<file path="src/rtl/vga_pkg.sv">
// Shared VGA-path types: blitter state encoding and frame index map.
// The frame constants are shared with the game FSM and the top-level ROM mux.
package vga_pkg;

  typedef enum logic [1:0] {
    IDLE  = 2'd0,
    SWEEP = 2'd1,
    DRAIN = 2'd2
  } blit_state_e;

  localparam int START    = 0;
  localparam int GAME     = 1;
  localparam int MOLE1    = 2;
  localparam int MOLE2    = 3;
  localparam int MOLE3    = 4;
  localparam int MOLE4    = 5;
  localparam int GAMEOVER = 6;

  // Index width that stays at least one bit for degenerate sizes.
  function automatic int bits_for(input int n);
    return (n > 1) ? $clog2(n) : 1;
  endfunction

endpackage

</file>
<file path="src/rtl/frame_blitter_raster_counter.sv">
// Raster walker: x/y coordinates plus the matching linear address, row-major.
// clear has priority over enable; the final pixel wraps everything back to 0.
module raster_counter
  import vga_pkg::*;
#(
  parameter int WIDTH  = 160,
  parameter int HEIGHT = 120,
  localparam int X_W    = bits_for(WIDTH),
  localparam int Y_W    = bits_for(HEIGHT),
  localparam int ADDR_W = bits_for(WIDTH * HEIGHT)
) (
  input  logic              clk_i,
  input  logic              rst_ni,
  input  logic              clear_i,
  input  logic              enable_i,
  output logic [X_W-1:0]    x_o,
  output logic [Y_W-1:0]    y_o,
  output logic [ADDR_W-1:0] addr_o,
  output logic              last_o
);

  logic [X_W-1:0]    x_q, x_d;
  logic [Y_W-1:0]    y_q, y_d;
  logic [ADDR_W-1:0] addr_q, addr_d;
  logic              last;

  assign last = (addr_q == ADDR_W'(WIDTH * HEIGHT - 1));

  always_comb begin
    x_d    = x_q;
    y_d    = y_q;
    addr_d = addr_q;
    if (clear_i) begin
      x_d    = '0;
      y_d    = '0;
      addr_d = '0;
    end else if (enable_i) begin
      if (last) begin
        x_d    = '0;
        y_d    = '0;
        addr_d = '0;
      end else begin
        addr_d = addr_q + ADDR_W'(1);
        if (x_q == X_W'(WIDTH - 1)) begin
          x_d = '0;
          y_d = y_q + Y_W'(1);
        end else begin
          x_d = x_q + X_W'(1);
        end
      end
    end
  end

  always_ff @(posedge clk_i or negedge rst_ni) begin
    if (!rst_ni) begin
      x_q    <= '0;
      y_q    <= '0;
      addr_q <= '0;
    end else begin
      x_q    <= x_d;
      y_q    <= y_d;
      addr_q <= addr_d;
    end
  end

  assign x_o    = x_q;
  assign y_o    = y_q;
  assign addr_o = addr_q;
  assign last_o = last;

endmodule

</file>
<file path="src/rtl/frame_blitter.sv">
// Full-screen blitter: sweeps the raster into a frame ROM and realigns colour with coordinates.
// Coordinates ride a ROM_LATENCY-deep register pipe; colour is taken from the ROM in the plot cycle.
module frame_blitter
  import vga_pkg::*;
#(
  parameter int WIDTH           = 160,
  parameter int HEIGHT          = 120,
  parameter int COLOUR_W        = 3,
  parameter int NUM_FRAMES      = 7,
  parameter int ROM_LATENCY     = 1,
  parameter int AUTO_REDRAW     = 1,
  parameter int TRANSPARENT_EN  = 0,
  parameter int TRANSPARENT_KEY = 0,
  localparam int X_W     = bits_for(WIDTH),
  localparam int Y_W     = bits_for(HEIGHT),
  localparam int ADDR_W  = bits_for(WIDTH * HEIGHT),
  localparam int FRAME_W = bits_for(NUM_FRAMES)
) (
  input  logic                iClock,
  input  logic                iResetn,
  input  logic                iStart,
  input  logic [FRAME_W-1:0]  iFrame,
  input  logic [COLOUR_W-1:0] iColour,
  output logic [ADDR_W-1:0]   oAddress,
  output logic [FRAME_W-1:0]  oFrame,
  output logic [X_W-1:0]      oX,
  output logic [Y_W-1:0]      oY,
  output logic [COLOUR_W-1:0] oColour,
  output logic                oPlot,
  output logic                oBusy,
  output logic                oDone
);

  localparam int DRAIN_W = bits_for(ROM_LATENCY + 1);

  typedef struct packed {
    logic           vld;
    logic [X_W-1:0] x;
    logic [Y_W-1:0] y;
    logic           last;
  } pix_t;

  blit_state_e          state_q, state_d;
  logic [FRAME_W-1:0]   frame_q, frame_d;
  logic [DRAIN_W-1:0]   drain_q, drain_d;
  logic                 cnt_clr, cnt_en, cnt_last;
  logic [X_W-1:0]       cnt_x;
  logic [Y_W-1:0]       cnt_y;
  logic [ADDR_W-1:0]    cnt_addr;
  logic                 frame_chg, abort, key_hit, plot;
  pix_t                 head, tail;
  pix_t                 pipe_q [ROM_LATENCY];
  logic [X_W-1:0]       x_q;
  logic [Y_W-1:0]       y_q;
  logic [COLOUR_W-1:0]  col_q;

  raster_counter #(
    .WIDTH  (WIDTH),
    .HEIGHT (HEIGHT)
  ) u_raster (
    .clk_i    (iClock),
    .rst_ni   (iResetn),
    .clear_i  (cnt_clr),
    .enable_i (cnt_en),
    .x_o      (cnt_x),
    .y_o      (cnt_y),
    .addr_o   (cnt_addr),
    .last_o   (cnt_last)
  );

  assign frame_chg = (iFrame != frame_q);
  assign abort     = (state_q != IDLE) && frame_chg;

  // A frame change while busy restarts from address 0 with no dead cycle.
  always_comb begin
    state_d = state_q;
    frame_d = frame_q;
    drain_d = drain_q;
    cnt_clr = 1'b0;
    cnt_en  = 1'b0;
    if (abort) begin
      state_d = SWEEP;
      frame_d = iFrame;
      drain_d = '0;
      cnt_clr = 1'b1;
    end else begin
      case (state_q)
        IDLE: begin
          cnt_clr = 1'b1;
          if (iStart || ((AUTO_REDRAW != 0) && frame_chg)) begin
            state_d = SWEEP;
            frame_d = iFrame;
          end
        end
        SWEEP: begin
          cnt_en = 1'b1;
          if (cnt_last) begin
            state_d = DRAIN;
            drain_d = '0;
          end
        end
        DRAIN: begin
          if (drain_q == DRAIN_W'(ROM_LATENCY - 1)) begin
            state_d = IDLE;
          end else begin
            drain_d = drain_q + DRAIN_W'(1);
          end
        end
        default: state_d = IDLE;
      endcase
    end
  end

  always_ff @(posedge iClock or negedge iResetn) begin
    if (!iResetn) begin
      state_q <= IDLE;
      frame_q <= '0;
      drain_q <= '0;
    end else begin
      state_q <= state_d;
      frame_q <= frame_d;
      drain_q <= drain_d;
    end
  end

  always_comb begin
    head      = '0;
    head.vld  = (state_q == SWEEP);
    head.x    = cnt_x;
    head.y    = cnt_y;
    head.last = cnt_last;
  end

  always_ff @(posedge iClock or negedge iResetn) begin
    if (!iResetn) begin
      for (int i = 0; i < ROM_LATENCY; i++) pipe_q[i] <= '0;
    end else if (abort) begin
      for (int i = 0; i < ROM_LATENCY; i++) pipe_q[i] <= '0;
    end else begin
      pipe_q[0] <= head;
      for (int i = 1; i < ROM_LATENCY; i++) pipe_q[i] <= pipe_q[i-1];
    end
  end

  assign tail    = pipe_q[ROM_LATENCY-1];
  assign key_hit = (TRANSPARENT_EN != 0) && (iColour == COLOUR_W'(TRANSPARENT_KEY));
  // An aborting cycle plots nothing, so the old frame's tail never leaks out.
  assign plot    = tail.vld && !abort && !key_hit;

  always_ff @(posedge iClock or negedge iResetn) begin
    if (!iResetn) begin
      x_q   <= '0;
      y_q   <= '0;
      col_q <= '0;
    end else if (plot) begin
      x_q   <= tail.x;
      y_q   <= tail.y;
      col_q <= iColour;
    end
  end

  assign oAddress = cnt_addr;
  assign oFrame   = frame_q;
  assign oX       = plot ? tail.x  : x_q;
  assign oY       = plot ? tail.y  : y_q;
  assign oColour  = plot ? iColour : col_q;
  assign oPlot    = plot;
  assign oBusy    = (state_q != IDLE);
  assign oDone    = tail.vld && tail.last && !abort;

endmodule
</file>
<file path="config.mk">
export PLATFORM = sky130hd
export DESIGN_NAME = frame_blitter
export DESIGN_NICKNAME = d
export VERILOG_FILES = /design/src/rtl/vga_pkg.sv /design/src/rtl/frame_blitter_raster_counter.sv /design/src/rtl/frame_blitter.sv
export SDC_FILE = /design/constraint.sdc
export NUM_CORES = 1
export LEC_CHECK = 0
export ABC_AREA = 1
export BUFFER_PORTS_ARGS = -buffer_cell sky130_fd_sc_hd__buf_2
export CAP_MARGIN = 5
export CORE_UTILIZATION = 41
export CTS_CLUSTER_DIAMETER = 100
export DETAILED_ROUTE_END_ITERATION = 7
export PLACE_DENSITY_LB_ADDON = 0.08
export SETUP_SLACK_MARGIN = 0.02
export SYNTH_ARGS = -nofsm -noshare
export SYNTH_HDL_FRONTEND = slang
export SYNTH_SLANG_ARGS = --single-unit
</file>
<file path="constraint.sdc">
create_clock -name iClock -period 3.55 [get_ports iClock]
set_input_delay 0.355 -clock iClock [delete_from_list [all_inputs] [get_ports iClock]]
set_output_delay 0.355 -clock iClock [all_outputs]
set_load 0.02 [all_outputs]
</file>
==> run summary, run 1 <==
top cell type's share of synthesized area = 0.531
FP Rows = 32
DR vias = 2,630
Final WS setup = 1.20 ns
worst setup path start = oFrame[0]
core area = 7770 µm²
clock share of power = 0.453
crit path time final = 2.35 ns
Final Max Slew Viols = 0
Synth cell types = 29
Worst Max-Slew Pin Slew = 0.882 ns
most frequent cell after synthesis = nand2_1
Seq/Total Area, Yosys = 0.531
Synth area leaders = dfrtp_1 (53%), nand2_1 (16%), inv_1 (5.2%), nor2_1 (5.2%), nand3_1 (3.6%)
initial antenna violation count = 0
Detailed Place HPWL = 4580 µm
outcome = complete, no violations
critical path type = reg -> out
fin cells = 568
Slew headroom = 0.412
share of cells above drive strength 1 = 0.180
Routability Congestion = 0.799
number of global-route vias before repair = 2,353
Register-to-Register Path Depth = 7
synthesis-stage register bit count = 70
clock transition at the registers of the reported paths = 0.08 ns
antenna cell count = 0
Final period util = 0.662
Die ar. = 8420 µm²
worst-case clock buffer depth = 2
1st-iter DRT viols = 125
EDFF count, synth = 0
Mapped Avg Cell Area = 8.01 µm²
# IOs = 48
Combinational Power Share = 0.070
Net Switching = 411 µW
clock skew = 0.00688 ns
CTS buffer count = 9
CTS tree = yes
DRT Pass-1 Iters = 7
vias per cell = 4.63
Remaining Overflow, GRT = 0
Chip Height = 91.7 µm
RSZ-0062 raised after global routing = no
reg-to-reg slack, setup = 1.45 ns
synthesized net count = 424
pwr dens = 447 nW/µm²
Fin. Hold Viols = 0
worst vdd ir = 0.000205 V
post-synthesis instance total = 412
DRT antenna net count = 0
worst r2r src = oFrame[0]
Global Route Usage Sum = 0.172
Pleak = 2.12 nW
drt drc = 0
H-tree Lvls = 3
Pwr Total = 1.73 mW
Final setup viols = 0
CTS Sinks = 70
Final #Nets = 473
Post-Syn Area = 3300 µm²
DR WL/cell = 12.0 µm
min-delay worst type = in -> reg
clk_lat worst skew = 0.34 ns
async set-reset flop share out of synthesis = 1.00
Synth area leader = dfrtp_1
Layout area overhead = 17.2%
DP Worst Slack = 1.37 ns
Max FO, Critical Path = 19
CTS root buf = clkbuf_8
Int Pwr = 1.32 mW
Highest Clock Rate = 426 MHz
placed insts = 552
Total Wirelength = 6810 µm
Max Cap Violations = 0
Reg-to-Reg End = u_raster.addr_o[3]
CP endpoint = oX[4]
ys flop type = dfrtp_1
post-cts sizing count = 0
Post-CTS Setup Inserts = 0
Setup crit end kind = output port
cts hold-fix bufs = 0
Critical Path AT = 1.99 ns
largest net degree at the start of global routing = 71
# port buffers = 47
CP required = 3.19 ns
YS warnings = 0
Starting Density = 0.425
die width = 91.7 µm
share of power burned in registers = 0.477
Min-Delay Startpoint = iFrame[2]
commonest cells in the synthesized netlist = nand2_1 (144), dfrtp_1 (70), inv_1 (46), nor2_1 (46), nand3_1 (24)
global-route wire length before repair = 11,400 µm
switch share = 0.238
nature of the critical path startpoint = flop
total negative slack = 0 ns
==> registers in the layout (all words and copies together) (netlist names) <==
name,cells
x_q,8
oFrame,3
state_q,2
col_q,3
u_raster.x_o,8
pipe_q,17
u_raster.addr_o,15
u_raster.y_o,7
y_q,7
==> metrics by stage <==
step	hold slack [ns]	area [µm²]	util
after floorplan	0.0594	3300	-
after global placement	0.447	3620	0.467
after detailed placement	0.448	3620	0.467
after CTS	0.126	3870	0.498
after global routing	0.128	3870	0.498
final	0.143	3870	0.498
==> layer usage <==
layer | wire length [µm] | track usage | up-vias
met5 | 0 | 0 | -
met4 | 85 | 0.0716 | 0
met3 | 222 | 0.0323 | 7
met2 | 2960 | 0.262 | 47
met1 | 3540 | 0.240 | 1190
li1 | - | - | 1386
==> worst max-delay path, stage by stage (launching register included) <==
cell,delay [ns]
dfrtp_1,0.41
xnor2_2,0.21
nand3_1,0.16
nand2_2,0.16
nand2_4,0.16
inv_4,0.21
nand2_1,0.10
nand2_1,0.08
buf_2,0.16
==> area by class of cell <==
type / count / area, µm²
clock buffers: 9 / 124
repair buffers: 50 / 258
multi-input cells: 280 / 1300
well taps: 102 / 128
clock inverters: 7 / 121
flip-flops and latches: 70 / 1750
fillers: 788 / 3900
inverters: 50 / 191
==> power by group through the flow <==
| stage | clock network (mW) | logic, mW | registers [mW] |
|---|---|---|---|
| floorplan | 0 | 0.0715 | 0.843 |
| detailed placement | 0 | 0.124 | 0.841 |
| finish | 0.784 | 0.121 | 0.825 |
| CTS | 0.807 | 0.124 | 0.825 |
| global route | 0.839 | 0.135 | 0.827 |
| global placement | 0 | 0.123 | 0.841 |
==> kinds of logic (layout without fill, tap and decap cells) <==
| logic type | Yosys count | count (layout) | share of synthesized area |
|---|---|---|---|
| compound gates | 21 | 21 | 0.0330 |
| xor+xnor | 7 | 7 | 0.0208 |
| fa+ha+maj | 3 | 3 | 0.0114 |
| buf+inv | 62 | 116 | 0.0769 |
| flops | 70 | 70 | 0.531 |
| simple gates | 249 | 249 | 0.327 |
==> worst min-delay path by stage <==
stage / to / slack (ns) / cells past startpoint
floorplan: col_q[0] / 0.06 / 0
global placement: y_q[2] / 0.45 / 2
detailed placement: y_q[0] / 0.45 / 2
CTS: oFrame[1] / 0.13 / 1
global route: oFrame[1] / 0.13 / 1
finish: oFrame[2] / 0.14 / 1
==> placed cells by master (no fill, tap or decap), drive strengths merged, types with 3 or more instances in the layout <==
| master | Yosys | routed |
|---|---|---|
| ha | 3 | 3 |
| nand3 | 26 | 26 |
| nand4 | 20 | 20 |
| nor2 | 50 | 50 |
| o21ai | 15 | 15 |
| nand2 | 148 | 148 |
| xor2 | 6 | 6 |
| clkinvlp | 0 | 3 |
| buf | 7 | 50 |
| dfrtp | 70 | 70 |
| bufinv | 0 | 3 |
| clkbuf | 5 | 9 |
| a21oi | 6 | 6 |
| inv | 49 | 50 |
No activity file was read; power rests on OpenSTA's default activity.
==> inputs of run 2 (changes only) <==
--- a/config.mk
+++ b/config.mk
@@ -5,7 +5,7 @@
 export SDC_FILE = /design/constraint.sdc
 export NUM_CORES = 1
 export LEC_CHECK = 0
-export ABC_AREA = 1
+export ABC_AREA = 0
 export BUFFER_PORTS_ARGS = -buffer_cell sky130_fd_sc_hd__buf_2
 export CAP_MARGIN = 5
 export CORE_UTILIZATION = 41
==> constraint.sdc (replaced) <==
create_clock -name iClock -period 2.4 [get_ports iClock]
set_input_delay 0.24 -clock iClock [delete_from_list [all_inputs] [get_ports iClock]]
set_output_delay 0.24 -clock iClock [all_outputs]
set_load 0.02 [all_outputs]
==> run summary, run 2 <==
outcome = complete, no violations
Detailed Place HPWL = 4560 µm
Reg-to-Reg End = u_raster.addr_o[14]
CP peak stage delay = 0.43 ns
DR WL/cell = 15.1 µm
Max FO, Critical Path = 20
Global Route Usage Sum = 0.183
crit path max-delay cell type = dfrtp_1
Chip Height = 90.8 µm
Worst Max-Slew Pin Slew = 0.627 ns
core area = 7690 µm²
1st-iter DRT viols = 167
pwr dens = 630 nW/µm²
H-tree Lvls = 3
clock skew = 0.00756 ns
Pleak = 1.78 nW
Pwr Total = 2.42 mW
post-synthesis adder-cell area fraction = 0.0116
Compound-Gate Fraction of Synth Area = 0.117
CTS tree = yes
Final Max Slew Viols = 0
worst r2r src = u_raster.addr_o[0]
Remaining Overflow, GRT = 0
CP required = 2.16 ns
Post-Syn Area = 3230 µm²
antenna cell count = 0
total negative slack = 0 ns
DRT antenna net count = 0
Starting Density = 0.420
cells along the critical path = xnor2_2 > a31oi_2 > nand2b_4 > buf_12 > mux2_1 > buf_2
Critical Path AT = 2.01 ns
Max Cap Violations = 0
# IOs = 48
global-route wire length before repair = 11,800 µm
Final setup viols = 0
min-delay worst type = in -> reg
Mapped Avg Cell Area = 10.8 µm²
# port buffers = 47
Fin. Hold Viols = 0
Synth area leader = dfrtp_1
Post-CTS Setup Inserts = 0
worst hold margin = 0.0568 ns
ys flop type = dfrtp_1
Final #Nets = 361
clock transition at the registers of the reported paths = 0.08 ns
Slew headroom = 0.582
Setup crit end kind = output port
most common cell after layout, fill and taps aside = dfrtp_1
Highest Clock Rate = 444 MHz
async set-reset flop share out of synthesis = 1.00
top cell type's share of synthesized area = 0.542
worst setup path start = oFrame[2]
Layout area overhead = 18.7%
Routability Congestion = 0.798
leading cell types in the layout, fill and taps excluded = dfrtp_1 (70), buf_2 (47), nand2_1 (21), nand3_1 (21)
DRT Pass-1 Iters = 4
share of cells above drive strength 1 = 0.274
nature of the critical path startpoint = flop
synthesis-stage register bit count = 70
CTS root buf = clkbuf_8
DR vias = 2,528
most frequent cell after synthesis = dfrtp_1
CTS Sinks = 70
EDFF count, synth = 0
Synth cell types = 45
Register-to-Register Path Depth = 5
Post-Synth Simple-Gate Area = 0.190
multiplexer area fraction after synthesis = 0.0720
die width = 90.8 µm
CTS buffer count = 9
critical path type = reg -> out
post-synthesis instance total = 298
worst-case clock buffer depth = 2
largest net degree at the start of global routing = 43
number of global-route vias before repair = 2,424
main combinational cell family by area after synthesis = simple AND/OR/NAND/NOR gates
Final period util = 0.938
worst vdd ir = 0.000252 V
number of flip-flops in the largest register = 17
YS warnings = 0
initial antenna violation count = 0
Die ar. = 8240 µm²
clk_lat worst skew = 0.35 ns
synthesized net count = 310
reg-to-reg slack, setup = 0.48 ns
crit path time final = 2.25 ns
Synth area leaders = dfrtp_1 (54%), mux2_2 (5.6%), nand3_1 (3.3%), a31oi_1 (3.1%), nand2_1 (2.4%)
FP Rows = 32
vias per cell = 5.54
CP endpoint = oX[2]
XOR/XNOR Fraction of Synth Area = 0.0190
Total Wirelength = 6860 µm
RSZ-0062 raised after global routing = no
commonest cells in the synthesized netlist = dfrtp_1 (70), nand2_1 (21), nand3_1 (21)
Seq/Total Area, Yosys = 0.542
drt drc = 0
Largest Register = pipe_q
run 2: cell count changes in the layout (fill, tap and decap cells not counted), moves of 6 or more:
cell and delta:
a31oi_1 +16, and3_1 +6, and4_1 +7, inv_1 -30, mux2_2 +16, nand2_1 -123
nand4_1 -7, nor2_1 -33, nor2b_1 +9, o31ai_1 +6
run 2: per-layer routing:
| metal | share of wire | vias up | GRT usage |
|---|---|---|---|
| li1 | - | 1202 | - |
| met4 | 0.017 | 0 | 0.0926 |
| met1 | 0.46 | 1239 | 0.247 |
| met3 | 0.051 | 10 | 0.0379 |
| met5 | 0 | - | 0 |
| met2 | 0.47 | 77 | 0.278 |
run 2: timing repair:
item,CTS,global route
hold endpoints to repair,28,0
gates resized for setup,3,4
hold buffers,1,0
endpoints found under the setup margin,2,18
gates cloned,0,0
run 2: layout make-up:
class	count	area (µm²)
Sequential cell	70	1750
Multi-Input combinational cell	194	1360
Tap cell	102	128
Clock buffer	9	124
Fill cell	729	3850
Clock inverter	7	72.6
Inverter	16	60.1
Timing Repair Buffer	58	345
run 2: stage by stage:
step                area (µm²)  cells   util  setup slack, ns
floorplan                 3230    298      -            0.431
CTS                       3820    456  0.497           0.0275
detailed placement        3590    439  0.467            0.392
finish                    3840    456  0.499            0.150
global route              3840    456  0.499           0.0229
global placement          3590    439  0.467            0.444
run 2: report_power, final:
part	switching, mW	internal, mW
Clock	0.458	0.481
Combinational	0.156	0.0907
Sequential	0.0176	1.21
Total	0.631	1.79
run 2: worst min path at each step:
stage          startpoint        end  slack (ns)  cells after the start
6_report        iFrame[0]  oFrame[0]        0.06                      1
3_3_place_gp      iResetn   col_q[0]        0.30                      1
5_1_grt         iFrame[0]  oFrame[0]        0.03                      1
4_1_cts         iFrame[0]  oFrame[0]        0.04                      1
3_5_place_dp      iResetn   col_q[0]        0.30                      1
2_1_floorplan     iResetn   col_q[0]       -0.06                      0
run 2: worst max-delay path: cells and delay by family (launching register included):
family	cells	cell delay, ns
buffers and inverters	2	0.33
AND/OR/NAND/NOR	1	0.16
flip-flops	1	0.43
multiplexers	1	0.35
AO/OA/AOI/OAI	1	0.21
XOR/XNOR	1	0.18
run 2: kinds of logic after synthesis:
kind of cell | Yosys count
simple gates | 108
fa+ha+maj | 3
compound gates | 55
xor+xnor | 7
mux | 21
flops | 70
buf+inv | 34
==> inputs of run 3 (changes only) <==
--- a/config.mk
+++ b/config.mk
@@ -11,6 +11,7 @@
 export CORE_UTILIZATION = 41
 export CTS_CLUSTER_DIAMETER = 100
 export DETAILED_ROUTE_END_ITERATION = 7
+export GPL_TIMING_DRIVEN = 0
 export PLACE_DENSITY_LB_ADDON = 0.08
 export SETUP_SLACK_MARGIN = 0.02
 export SYNTH_ARGS = -nofsm -noshare
==> run summary, run 3 (synthesized netlist as in run 2, its figures left out) <==
H-tree Lvls = 3
global-route wire length before repair = 12,000 µm
hold path endpoint = oFrame[0]
DR WL/cell = 15.2 µm
most common cell after layout, fill and taps aside = dfrtp_1
leading cell types in the layout, fill and taps excluded = dfrtp_1 (70), buf_2 (54), nand2_1 (21), nand3_1 (21)
die width = 90.8 µm
Placed Area = 3620 µm²
final design utilization = 0.504
Die ar. = 8240 µm²
critical path type = reg -> out
Reg-to-Reg End = u_raster.y_o[1]
Worst Max-Slew Pin Slew = 0.699 ns
clk_lat worst skew = 0.34 ns
DR vias = 2,484
Highest Clock Rate = 440 MHz
RSZ-0062 raised after global routing = no
Pwr Total = 2.40 mW
design area = 3880 µm²
Remaining Overflow, GRT = 0
crit path time final = 2.27 ns
Starting Density = 0.420
largest net degree at the start of global routing = 44
Chip Height = 90.8 µm
antenna cell count = 0
Fin. Hold Viols = 0
Max FO, Critical Path = 10
clock transition at the registers of the reported paths = 0.07 ns
Total Wirelength = 7070 µm
clock skew = 0.00798 ns
Critical Path AT = 2.03 ns
worst r2r src = u_raster.addr_o[0]
Register-to-Register Path Depth = 6
1st-iter DRT viols = 129
Max Cap Violations = 0
Largest Register = pipe_q
Final period util = 0.947
Setup crit end kind = output port
# port buffers = 47
CTS Sinks = 70
Final setup viols = 0
core area = 7690 µm²
# IOs = 48
outcome = complete, no violations
number of global-route vias before repair = 2,378
nature of the critical path startpoint = flop
Pleak = 1.80 nW
CTS tree = yes
total negative slack = 0 ns
reg-to-reg slack, setup = 0.28 ns
DRT antenna net count = 0
vias per cell = 5.34
worst-case clock buffer depth = 2
min-delay worst type = in -> reg
CTS buffer count = 9
pwr dens = 620 nW/µm²
Min-Delay Startpoint = iFrame[0]
number of flip-flops in the largest register = 17
CTS root buf = clkbuf_8
initial antenna violation count = 0
Routability Congestion = 0.786
Slew headroom = 0.533
Final Max Slew Viols = 0
Global Route Usage Sum = 0.189
FP Rows = 32
Layout area overhead = 20.0%
hold depth = 2
Final #Nets = 371
share of cells above drive strength 1 = 0.273
CP required = 2.16 ns
worst vdd ir = 0.000272 V
drt drc = 0
DRT Pass-1 Iters = 4
Detailed Place HPWL = 4910 µm
==> run 3: changes by cell type in the layout (fill, tap and decap cells not counted), sizes merged <==
| cell | before | now |
|---|---|---|
| buf | 57 | 60 |
| clkbuf | 9 | 18 |
| clkinv | 3 | 2 |
| clkinvlp | 2 | 1 |
| inv | 17 | 16 |
==> run 3: worst max path at each step <==
stage                     slack [ns]  cells past startpoint    end  startpoint
after floorplan                 0.43                      5  oX[2]   oFrame[2]
after global placement          0.22                      6  oY[2]   oFrame[2]
after detailed placement        0.22                      6  oY[2]   oFrame[2]
after CTS                       0.07                      6  oY[2]   oFrame[0]
after global routing            0.02                      6  oY[3]   oFrame[0]
final                           0.13                      6  oY[2]   oFrame[0]
==> run 3: timing repair <==
action / 4_1_cts / 5_1_grt
buffers inserted: 1 / 0
setup endpoints to repair: 18 / 18
pin swaps: 1 / 0
hold endpoints to repair: 27 / 0
hold buffers: 1 / 0
resized for setup: 4 / 3
==> run 3: area by class of cell <==
cell class / instances / area [µm²]
fillers: 761 / 3810
flip-flops and latches: 70 / 1750
inverters: 16 / 60.1
plain buffers: 18 / 101
well taps: 102 / 128
multi-input cells: 194 / 1370
clock buffers: 11 / 141
repair buffers: 50 / 283
clock inverters: 4 / 47.5
==> run 3: metal layers <==
layer	routed length, µm	global-route usage
met1	3480	0.254
met2	3220	0.289
met3	285	0.0623
met4	79	0.0582
met5	0	0
==> run 3: critical path, cell delays in order (launching register included) <==
cell and delay (ns):
dfrtp_1 0.43, xnor2_2 0.19, a31oi_4 0.24, nand2b_4 0.17
buf_6 0.15, mux2_2 0.35, buf_2 0.16
==> run 3: per-stage QoR <==
step	worst slack (ns)	cells	hold slack, ns
after floorplan	0.431	298	-0.0556
after global placement	0.224	447	0.464
after detailed placement	0.220	448	0.204
after CTS	0.0677	465	0.124
after global routing	0.0195	465	0.117
final	0.126	465	0.139
==> run 3: power breakdown <==
| group | internal [mW] | leakage, nW | total (mW) | switching, mW |
|---|---|---|---|---|
| Clock | 0.499 | 0.0952 | 0.915 | 0.416 |
| Sequential | 1.21 | 0.961 | 1.23 | 0.0176 |
| Combinational | 0.0937 | 0.747 | 0.256 | 0.163 |
| Total | 1.81 | 1.80 | 2.40 | 0.596 |
